[src/rtl/tictac_pkg.sv]
// rtl/tictac_pkg.sv - shared state encoding and line geometry for the move validator board
package tictac_pkg;

  typedef enum logic [2:0] {
    IDLE,
    CHECK,
    SCAN,
    RESULT_OK,
    RESULT_BAD
  } state_t;

  localparam int CELL_EMPTY = 0;

  // Lines 0..n-1 are rows, n..2n-1 columns, 2n the main diagonal, 2n+1 the anti-diagonal.
  function automatic int line_cell_idx(input int line, input int k, input int n);
    if (line < n) begin
      return line * n + k;
    end else if (line < 2 * n) begin
      return k * n + (line - n);
    end else if (line == 2 * n) begin
      return k * n + k;
    end
    return k * n + (n - 1 - k);
  endfunction

endpackage

[src/rtl/board_cell_array.sv]
// rtl/board_cell_array.sv - NxN owner register file with one write port and check/line/render read ports
module board_cell_array
  import tictac_pkg::*;
#(
  parameter int N      = 3,
  parameter int CELL_W = 2,
  parameter int POS_W  = 4,
  parameter int LINE_W = 3
) (
  input  logic                  clock,
  input  logic                  clr,
  input  logic                  we,
  input  logic [POS_W-1:0]      waddr,
  input  logic [CELL_W-1:0]     wdata,
  input  logic [POS_W-1:0]      chk_addr,
  output logic [CELL_W-1:0]     chk_cell,
  input  logic [LINE_W-1:0]     line_sel,
  output logic [N*CELL_W-1:0]   line_cells,
  input  logic [POS_W-1:0]      rd_addr,
  output logic [CELL_W-1:0]     rd_cell
);

  localparam int NUM_CELLS = N * N;
  localparam logic [POS_W:0] CELLS_LIM = (POS_W + 1)'(NUM_CELLS);

  logic [CELL_W-1:0] cells [NUM_CELLS];

  always_ff @(posedge clock) begin
    if (clr) begin
      for (int i = 0; i < NUM_CELLS; i++) begin
        cells[i] <= '0;
      end
    end else if (we && ({1'b0, waddr} < CELLS_LIM)) begin
      cells[waddr] <= wdata;
    end
  end

  always_comb begin
    chk_cell = '0;
    if ({1'b0, chk_addr} < CELLS_LIM) begin
      chk_cell = cells[chk_addr];
    end
  end

  always_comb begin
    rd_cell = '0;
    if ({1'b0, rd_addr} < CELLS_LIM) begin
      rd_cell = cells[rd_addr];
    end
  end

  // All N cells of the selected line, cell k in slice k.
  always_comb begin
    line_cells = '0;
    for (int k = 0; k < N; k++) begin
      line_cells[k*CELL_W +: CELL_W] = cells[POS_W'(line_cell_idx(int'(line_sel), k, N))];
    end
  end

endmodule

[src/rtl/move_validator_board.sv]
// rtl/move_validator_board.sv - validates and commits board moves, then scans all lines for a win
module move_validator_board
  import tictac_pkg::*;
#(
  parameter int N           = 3,
  parameter int NUM_PLAYERS = 2,
  localparam int POS_W  = $clog2(N * N),
  localparam int PID_W  = (NUM_PLAYERS > 2) ? $clog2(NUM_PLAYERS) : 1,
  localparam int CELL_W = $clog2(NUM_PLAYERS + 1)
) (
  input  logic              clock,
  input  logic              reset,
  input  logic              clear_board,
  input  logic              move_req,
  input  logic [PID_W-1:0]  player_id,
  input  logic [POS_W-1:0]  position,
  output logic              busy,
  output logic              move_done,
  output logic              move_invalid,
  output logic              win,
  output logic [PID_W-1:0]  winner_id,
  output logic              board_full,
  output logic              game_over,
  input  logic [POS_W-1:0]  rd_pos,
  output logic [CELL_W-1:0] rd_cell
);

  localparam int LINE_W = $clog2(2 * N + 2);
  localparam logic [LINE_W-1:0] LAST_LINE   = LINE_W'(2 * N + 1);
  localparam logic [POS_W:0]    CELLS_LIM   = (POS_W + 1)'(N * N);
  localparam logic [PID_W:0]    PLAYERS_LIM = (PID_W + 1)'(NUM_PLAYERS);

  state_t              state;
  logic [PID_W-1:0]    lat_pid;
  logic [POS_W-1:0]    lat_pos;
  logic [LINE_W-1:0]   line_idx;
  logic [POS_W:0]      cell_count;
  logic                clr;
  logic                legal;
  logic                we;
  logic                line_match;
  logic [CELL_W-1:0]   pid_cell;
  logic [CELL_W-1:0]   chk_cell;
  logic [N*CELL_W-1:0] line_cells;

  assign clr       = reset | clear_board;
  assign pid_cell  = CELL_W'(lat_pid) + CELL_W'(1);
  assign game_over = win | board_full;
  assign legal     = ({1'b0, lat_pos} < CELLS_LIM) && ({1'b0, lat_pid} < PLAYERS_LIM) &&
                     (chk_cell == CELL_W'(CELL_EMPTY)) && !game_over;
  assign we        = (state == CHECK) && legal;

  always_comb begin
    line_match = 1'b1;
    for (int k = 0; k < N; k++) begin
      if (line_cells[k*CELL_W +: CELL_W] != pid_cell) line_match = 1'b0;
    end
  end

  board_cell_array #(
    .N      (N),
    .CELL_W (CELL_W),
    .POS_W  (POS_W),
    .LINE_W (LINE_W)
  ) u_cells (
    .clock      (clock),
    .clr        (clr),
    .we         (we),
    .waddr      (lat_pos),
    .wdata      (pid_cell),
    .chk_addr   (lat_pos),
    .chk_cell   (chk_cell),
    .line_sel   (line_idx),
    .line_cells (line_cells),
    .rd_addr    (rd_pos),
    .rd_cell    (rd_cell)
  );

  // Outputs are registered against the state being entered so pulses line up with RESULT_*.
  always_ff @(posedge clock) begin
    if (clr) begin
      state        <= IDLE;
      lat_pid      <= '0;
      lat_pos      <= '0;
      line_idx     <= '0;
      cell_count   <= '0;
      busy         <= 1'b0;
      move_done    <= 1'b0;
      move_invalid <= 1'b0;
      win          <= 1'b0;
      winner_id    <= '0;
      board_full   <= 1'b0;
    end else begin
      move_done    <= 1'b0;
      move_invalid <= 1'b0;
      case (state)
        IDLE: begin
          if (move_req) begin
            lat_pid <= player_id;
            lat_pos <= position;
            busy    <= 1'b1;
            state   <= CHECK;
          end
        end
        CHECK: begin
          if (legal) begin
            cell_count <= cell_count + (POS_W + 1)'(1);
            line_idx   <= '0;
            state      <= SCAN;
          end else begin
            move_invalid <= 1'b1;
            state        <= RESULT_BAD;
          end
        end
        SCAN: begin
          if (line_match) begin
            win       <= 1'b1;
            winner_id <= lat_pid;
          end
          if (line_idx == LAST_LINE) begin
            move_done  <= 1'b1;
            board_full <= (cell_count == CELLS_LIM);
            state      <= RESULT_OK;
          end else begin
            line_idx <= line_idx + LINE_W'(1);
          end
        end
        default: begin
          busy  <= 1'b0;
          state <= IDLE;
        end
      endcase
    end
  end

endmodule
[config.mk]
export PLATFORM = sky130hd
export DESIGN_NAME = move_validator_board
export DESIGN_NICKNAME = d
export VERILOG_FILES = /design/src/rtl/tictac_pkg.sv /design/src/rtl/board_cell_array.sv /design/src/rtl/move_validator_board.sv
export SDC_FILE = /design/constraint.sdc
export NUM_CORES = 1
export LEC_CHECK = 0
export ABC_AREA = 1
export CELL_PAD_IN_SITES_DETAIL_PLACEMENT = 1
export CELL_PAD_IN_SITES_GLOBAL_PLACEMENT = 1
export CORE_MARGIN = 5
export CORE_UTILIZATION = 40
export DETAILED_ROUTE_END_ITERATION = 10
export PLACE_DENSITY = 0.85
export SYNTH_ARGS = -nofsm -noshare
export SYNTH_HDL_FRONTEND = slang
export SYNTH_SLANG_ARGS = --single-unit
[constraint.sdc]
create_clock -name clock -period 2.36 [get_ports clock]
set_input_delay 0.354 -clock clock [delete_from_list [all_inputs] [get_ports clock]]
set_output_delay 0.354 -clock clock [all_outputs]
set_load 0.01 [all_outputs]
After elaboration in Yosys (flattened, before gate mapping)
Memories as Yosys holds them, arrays and structs flattened. A register that Yosys moved wholly into a read port is not among the register bits.
Index checks and enable logic that the tools add are counted.
- multipliers: 1
- bitwise gates (word level): 5
- reduce and logical (&&, ||, !) cells: 19
- add/subtract/negate cells: 8
- $lt $le $gt $ge: 4
- equal/unequal tests: 12
- mux-type cells: 40
- operators by type and width (kind ; number):
    2-to-1 mux 4 bit ; 13
    2-to-1 mux 3 bit ; 6
    2-to-1 mux 1 bit ; 15
    AND reduction 2 bit ; 6
    case mux 3 bit (3 select lines) ; 1
    less-than comparator 4 bit, second input constant ; 2
    != test 2 bit, second input constant ; 4
    OR reduction 2 bit ; 4
    == test 3 x 2 -> 1 bit, second input constant ; 2
    2-to-1 mux 2 bit ; 3
    != test 2 bit ; 3
    case mux 3 bit (2 select lines) ; 1
    adder 5 x 1 -> 5 bit, second input constant ; 1
    == test 5 x 4 -> 1 bit, second input constant ; 1
    adder 3 x 4 -> 4 bit, first input constant ; 1
    adder 4 x 1 -> 4 bit, second input constant ; 1
    adder 4 x 2 -> 4 bit, second input constant ; 1
    adder 4 bit, first input constant ; 1
    logical AND 1 bit ; 4
    multiplier 3 x 2 -> 4 bit, second input constant ; 1
    subtractor 3 x 2 -> 4 bit, second input constant ; 1
    adder 3 x 1 -> 3 bit, second input constant ; 1
    == test 3 x 1 -> 1 bit, second input constant ; 1
    == test 3 bit, second input constant ; 1
    other kinds (11) ; 14
- output and inout bits: 9
- RAM bits: 18
- memories: 1
- register bits: 22
- input port bits: 13
- word-level logic and storage cells: 101
- memories (name ; words ; width ; rd ports ; clocked after memory_dff ; write ports ; line ; source):
    u_cells.cells ; 9 ; 2 ; 5 ; 1 ; 9 ; board_cell_array.sv:26 ; logic [CELL_W-1:0] cells [NUM_CELLS];

Longest topological paths before layout
Gate-level depths: netlist of run 1.
- depth after elaboration: 12
- gate-level depth with buffers: 21

Cells and area by module
A second synthesis of run 1 with hierarchy kept.
- cell total of the unflattened synthesis: 571
- area total of the unflattened synthesis: 3995.1 µm²
- by module, submodules not included (module ; times used ; cells an instance ; area an instance (µm²) ; seq. area each (µm²)):
    board_cell_array ; 1 ; 431 ; 2946.6 ; 960.9
    move_validator_board ; 1 ; 140 ; 1048.5 ; 440.4

Worst setup path after synthesis of run 1
OpenSTA, ideal clock, no wires.
- path kind: register to register
- from: register line_idx[0]
- to: register winner_id
- data arrival time: 2500 ps
- cell stages (with the launch flop): 21
- period minus slack after synthesis: 2615 ps
- path slack: -255 ps
- library setup time: 115 ps
- cell sequence: dfxtp_1 buf_4 inv_2 ha_1 inv_1 clkbuf_1 ha_1 nand2_1 nand2_1 nor2_2 inv_1 nand3_1 nand2_1 nand2_1 nand2_1 nand2_1 inv_1 nor2_1 nand3_1 nand2_1 nor2_1
- cells in the longest elaborated chain, start to end: 11
- elaborated cells on any way between the ends: 31
- ends and longest elaborated chain (element ; line ; source):
    start, declared ; move_validator_board.sv:36 ; logic [LINE_W-1:0] line_idx;
    start signal, assigned ; move_validator_board.sv:125 ; line_idx <= line_idx + LINE_W'(1);
    parallel branches: the longest is 5 deep, another holds multiplier 3 x 2 -> 4 bit ; - ;
    memory (9 x 2 bit) (*) ; - ;
    != test 2 bit ; move_validator_board.sv:56 ; if (line_cells[k*CELL_W +: CELL_W] != pid_cell) line_match = 1'b0;
    2-to-1 mux 1 bit (2 in series) ; move_validator_board.sv:56 ;
    2-to-1 mux 1 bit (*) ; move_validator_board.sv:56 ;
    AND reduction 2 bit (no source line) (*) ; - ;
    end signal, assigned ; move_validator_board.sv:118 ; winner_id <= lat_pid;
    end, declared ; move_validator_board.sv:21 ; output logic [PID_W-1:0] winner_id,
Every way passes the cells marked *.
A chain may end at the register's enable or synchronous reset.

Worst setup path after layout of run 1
- from: register line_idx[1]
- to: register winner_id
Same word-level chain as after synthesis.

==> results.sh, run 1 <==
export IMPL_status="finished, violations left"
export IMPL_failed_checks="setup timing"
export IMPL_hold_path_class="reg2reg"
export IMPL_fmax_mhz=381.3
export IMPL_yosysTopAreaCell="edfxtp_1"
export IMPL_period_share=1.111
export IMPL_final_cells=805
export IMPL_synthDistinctLibCells=37
export IMPL_place_hpwl_um=11400
export IMPL_clk_path_buf_depth=2
export IMPL_avgSynthCellArea_sq_um=7.005
export IMPL_path_max_fanout=5
export IMPL_dieArea_sq_um=12200
export IMPL_setup_viol=2
export IMPL_wl_per_cell_um=18.56
export IMPL_criticalPathCategory="reg2reg"
export IMPL_cts_root_buffer="clkbuf_8"
export IMPL_cts_sinks=58
export IMPL_nets=694
export IMPL_drv_slew=0
export IMPL_ir_drop_uv=592.7
export IMPL_tns_ns=-0.5182
export IMPL_detail_route_antenna_nets=0
export IMPL_cap_violations=0
export IMPL_finalHoldViolCount=0
export IMPL_swShare=0.2585
export IMPL_diodes=0
export IMPL_arrival_ns=2.85
export IMPL_worstSetupStartpointType="register"
export IMPL_gp_congestion=0.9862
export IMPL_synth_top_area_share=0.2381
export IMPL_grt_max_degree=19
export IMPL_rows=36
export IMPL_cts_buffers=9
export IMPL_first_pass_iters=5
export IMPL_powerDensity_nw_per_um2=420.0
export IMPL_numPortBuffers=21
export IMPL_grt_usage=0.2402
export IMPL_p_comb_frac=0.124
export IMPL_p_leak_uw=0.002278
export IMPL_first_global_vias=4765
export IMPL_clock_latency_ns=0.34
export IMPL_grt_overflow=0
export IMPL_synthTopCellsByArea="edfxtp_1, nand3_1, dfxtp_1"
export IMPL_core_area_sq_um=9819
export IMPL_fin_crit_ns=2.623
export IMPL_clkTransAtPathRegs_ns=0.06
export IMPL_dp_cells=781
export IMPL_die_w_um=110.4
export IMPL_cts_tree="yes"
export IMPL_syn_area_sq_um=4035
export IMPL_io_pins=22
export IMPL_ys_ff_latch=58
export IMPL_cts_max_level=3
export IMPL_drive_gt1_frac=0.2247
export IMPL_syn_to_final_growth_pct=30.88
export IMPL_final_cell_mix="nand3_1, nand2_1, inv_1"
export IMPL_cp_end_kind="register"
export IMPL_required_ns=2.59
export IMPL_ys_warnings_count=0
export IMPL_viasPerCell=5.645
export IMPL_rsz0062_at_grt="true"
export IMPL_antenna_found_initial=0
export IMPL_power_net_switching_uw=573.4
export IMPL_num_vias=4544
export IMPL_layout_commonest_cell="nand3_1"
export IMPL_setup_ws_ns=-0.2629
export IMPL_syn_inst=576
export IMPL_grt_first_pass_wirelength_um=23740
export IMPL_skew_ns=0.007158
export IMPL_ctsHoldBuffers=0
export IMPL_dieHeight_um=110.4
export IMPL_p_seq_frac=0.515
export IMPL_p_int_uw=1645
export IMPL_drt_iter0_markers=375
export IMPL_drc_errors=0
export IMPL_wl_um=14940
export IMPL_p_clk_frac=0.361
export IMPL_start_util=0.4109
export IMPL_seq_area_frac_synth=0.3671
[flip-flops by register name (all words and copies together) (netlist names), named ones only]
register	count
board_full	1
busy	1
cell_count	5
lat_pid	1
lat_pos	4
line_idx	3
move_done	1
move_invalid	1
state	3
u_cells.cells	32
win	1
winner_id	1
[metal layers]
metal	wire length [um]	vias up	share of wire	GRT usage
met4	564	0	0.038	0.1199
met5	0	-	0	0
li1	-	2113	-	-
met3	667	47	0.045	0.03337
met1	6122	2218	0.41	0.2848
met2	7585	166	0.51	0.4223
[stage by stage]
stage | area [sq um] | setup WS (ns) | hold WS [ns] | power, uW | utilization
2_1_floorplan | 4130 | 0.008425 | 0.4692 | 1295 | -
3_3_place_gp | 4861 | -0.1039 | 0.4639 | 1397 | 0.4950
3_5_place_dp | 4861 | -0.3056 | 0.4756 | 1414 | 0.4950
4_1_cts | 5185 | -0.1767 | 0.5144 | 2227 | 0.5280
5_1_grt | 5281 | -0.3814 | 0.5338 | 2323 | 0.5378
6_report | 5281 | -0.2629 | 0.5063 | 2218 | 0.5378
[cell type report]
cell class | count | area (sq um)
Inverter | 73 | 276.5
Fill cell | 1265 | 4538
Multi-Input combinational cell | 441 | 2429
Timing Repair Buffer | 84 | 749.5
Sequential cell | 58 | 1490
Tap cell | 133 | 166.4
Clock buffer | 16 | 170.2
[critical path, stage by stage, from the launching register on]
cell and delay [ns]:
dfxtp_4 0.36, buf_6 0.13, fa_2 0.62, ha_4 0.21
nand2_2 0.06, nand2_2 0.07, nor2_4 0.19, buf_6 0.13
nand3_2 0.07, nand2_1 0.07, nand2_1 0.06, nand2_2 0.09
nand2_1 0.06, nand2_1 0.06, nand2_1 0.07, nor2_1 0.10
nand3_1 0.07, nand2_1 0.06, nor2_1 0.04
[power by group through the flow]
stage	clock network, uW	logic, uW	registers, uW
3_5_place_dp	0	253	1160
2_1_floorplan	0	153	1140
5_1_grt	877	302	1140
4_1_cts	827	261	1140
3_3_place_gp	0	240	1160
6_report	801	276	1140
[timing repair]
action	CTS	global route
setup buffers	5	2
pin swaps	18	15
setup endpoints to repair	6	30
cloned	0	1
resized for setup	44	20
[cells in the mapped netlist, drive strengths merged]
cell and count:
clkinv 1, a211oi 1, nand3b 5, nand4 11
nor2 47, clkbuf 8, o31ai 1, buf 10
a21oi 30, o22ai 2, nand2 128, xnor2 1
inv 72, ha 13, nor3 3, conb 1
nand3 145, o21ai 32, nor4 3, fa 1
a31oi 1, edfxtp 32, dfxtp 26, xor2 2
[path summary, 6_finish.rpt]
path	startpoint	to	slack [ns]	cells after the start
worst max register to register	line_idx[1]	winner_id	-0.26	18
worst min register to register	board_full	board_full	0.51	2
worst min-delay path	board_full	board_full	0.51	2
worst max-delay path	line_idx[1]	winner_id	-0.26	18
[cells by family after synthesis]
group           after synthesis  share of synthesized area
simple gates                342                     0.3975
fa+ha+maj                    14                    0.04527
xor+xnor                      3                   0.006513
flops                        58                     0.3671
other cells                   1                  0.0009293
compound gates               67                    0.08868
buf+inv                      91                    0.09395
(Power assumes the default switching activity.)
==> inputs of run 2 (changes only) <==
TNS_END_PERCENT = 30   (was not set)
==> results of run 2 <==
Final layout, timing and power as in run 1 (identical DEF).
==> inputs of run 3 (changes only) <==
clock period = 2.3 ns   (was 2.36 ns; I/O delays follow)
==> run 3 against run 2 <==
Net effect:
- the run still ends with setup timing left
- combinational power is 12% higher
- cell count rose by 1.2%
- maximum frequency is 5.7% lower
- sequential share of layout area decreased by 0.64 points
- via count up 4.8%
- global-route usage down 0.36 points
- clock skew increased by 0.0080 ns
- power is 2.4% higher
- largest cell class unchanged
- highest routed layer unchanged
==> results.sh, run 3 (synthesis results as in run 1) <==
export IMPL_arrival_ns=3.01
export IMPL_final_cell_mix="nand3_1, nand2_1, buf_4"
export IMPL_largest_reg_flops=32
export IMPL_cpMostUsedCell="nand2_1"
export IMPL_viasPerCell=5.843
export IMPL_final_util=0.5498
export IMPL_cts_root_buffer="clkbuf_8"
export IMPL_setup_viol=18
export IMPL_p_seq_frac=0.518
export IMPL_drt_iter0_markers=417
export IMPL_first_pass_iters=5
export IMPL_first_global_vias=4661
export IMPL_worstSetupStartpointType="register"
export IMPL_clkTransAtPathRegs_ns=0.07
export IMPL_cap_violations=0
export IMPL_fmax_mhz=359.5
export IMPL_io_pins=22
export IMPL_drv_slew=0
export IMPL_drc_errors=0
export IMPL_place_ws_ns=-0.3556
export IMPL_layout_commonest_cell="nand3_1"
export IMPL_clock_latency_ns=0.34
export IMPL_gp_congestion=0.9762
export IMPL_cp_cell_sequence="ha_4 -> fa_2 -> ha_4 -> inv_2 -> o21ai_1 -> nand2_1 -> nand2_2 -> nand2_1 -> nor2_2 -> nand3_1 -> nand2_1 -> nand2_1 -> nand2_1 -> nor2_4 -> a21oi_2 -> nor2_1"
export IMPL_num_vias=4762
export IMPL_cp_num_buf_inv=1
export IMPL_largestRegisters="u_cells.cells (32), cell_count (5), lat_pos (4)"
export IMPL_die_w_um=110.4
export IMPL_detail_route_antenna_nets=0
export IMPL_core_area_sq_um=9819
export IMPL_period_share=1.209
export IMPL_skew_ns=0.01514
export IMPL_antenna_found_initial=0
export IMPL_path_max_fanout=4
export IMPL_numPortBuffers=21
export IMPL_drive_gt1_frac=0.2555
export IMPL_finalHoldViolCount=0
export IMPL_largest_register="u_cells.cells"
export IMPL_swShare=0.2847
export IMPL_cp_end_kind="register"
export IMPL_rsz0062_at_grt="true"
export IMPL_setup_ws_ns=-0.4817
export IMPL_wl_per_cell_um=20.82
export IMPL_cts_buffers=9
export IMPL_power_net_switching_uw=646.3
export IMPL_cp_slowest_cell="fa_2"
export IMPL_grt_first_pass_wirelength_um=23530
export IMPL_required_ns=2.53
export IMPL_fin_crit_ns=2.782
export IMPL_clk_path_buf_depth=2
export IMPL_grt_max_degree=19
export IMPL_grt_overflow=0
export IMPL_p_leak_uw=0.002347
export IMPL_syn_to_final_growth_pct=33.80
export IMPL_start_util=0.4109
export IMPL_path_delay_family="simple AND/OR/NAND/NOR gates"
export IMPL_dieHeight_um=110.4
export IMPL_p_comb_frac=0.136
export IMPL_wl_um=16970
export IMPL_grt_usage=0.2366
export IMPL_dieArea_sq_um=12200
export IMPL_powerDensity_nw_per_um2=420.5
export IMPL_cts_sinks=58
export IMPL_rows=36
export IMPL_p_clk_frac=0.346
export IMPL_nets=703
export IMPL_cts_tree="yes"
export IMPL_failed_checks="setup timing"
export IMPL_status="finished, violations left"
export IMPL_cts_max_level=3
export IMPL_ir_drop_uv=500.3
export IMPL_crit_path_max_incr_delay_ns=0.59
export IMPL_place_hpwl_um=11160
export IMPL_criticalPathCategory="reg2reg"
export IMPL_hold_path_class="reg2reg"
export IMPL_p_int_uw=1624
[run 3: final timing paths]
kind	from	end	slack, ns	cells past startpoint
worst max-delay path	line_idx[1]	winner_id	-0.48	16
worst max register to register	line_idx[1]	winner_id	-0.48	16
worst min-delay path	busy	busy	0.47	2
worst min register to register	busy	busy	0.47	2
[run 3: power groups by stage]
stage          sequential (uW)  clock, uW  combinational (uW)
2_1_floorplan             1170          0                 157
3_3_place_gp              1190          0                 255
3_5_place_dp              1190          0                 268
4_1_cts                   1170        782                 275
5_1_grt                   1180        857                 334
6_report                  1180        786                 308
[run 3: final cells by class]
type / instances / area (sq um)
timing repair buffer: 94 / 819.5
antenna: 1 / 2.502
tap: 133 / 166.4
inverter: 73 / 287.8
clock inverter: 4 / 18.77
sequential: 58 / 1489
fill: 1268 / 4420
clock buffer: 12 / 135.1
multi-input combinational: 440 / 2480
[run 3: stage by stage]
| stage | power, uW | instance area [sq um] | setup TNS (ns) | cells | hold slack [ns] |
|---|---|---|---|---|---|
| after floorplan | 1328 | 4138 | -0.01303 | 589 | 0.4692 |
| after global placement | 1441 | 4901 | -0.5980 | 787 | 0.4623 |
| after detailed placement | 1457 | 4901 | -1.006 | 787 | 0.4615 |
| after CTS | 2225 | 5194 | -0.5147 | 805 | 0.4713 |
| after global routing | 2367 | 5396 | -3.601 | 814 | 0.5033 |
| final | 2270 | 5399 | -1.881 | 815 | 0.4726 |
[run 3: routing by layer]
metal | track usage | vias to the layer above | wire length (um)
li1 | - | 2130 | -
met1 | 0.3026 | 2278 | 6682
met2 | 0.3871 | 277 | 8268
met3 | 0.03884 | 77 | 1158
met4 | 0.1141 | 0 | 857
met5 | 0 | - | 0
[run 3: worst register-to-register path, stage by stage (launching register included)]
cell,delay (ns)
dfxtp_4,0.36
ha_4,0.18
fa_2,0.59
ha_4,0.15
inv_2,0.04
o21ai_1,0.16
nand2_1,0.13
nand2_2,0.10
nand2_1,0.08
nor2_2,0.15
nand3_1,0.14
nand2_1,0.12
nand2_1,0.09
nand2_1,0.12
nor2_4,0.06
a21oi_2,0.13
nor2_1,0.07
[run 3: what timing repair did]
| item | CTS | global route |
|---|---|---|
| hold buffers | 0 | 0 |
| gates resized for setup | 38 | 45 |
| endpoints found under the setup margin | 12 | 36 |
| gates cloned | 0 | 0 |
| setup buffers | 2 | 9 |
| pin swaps | 15 | 27 |
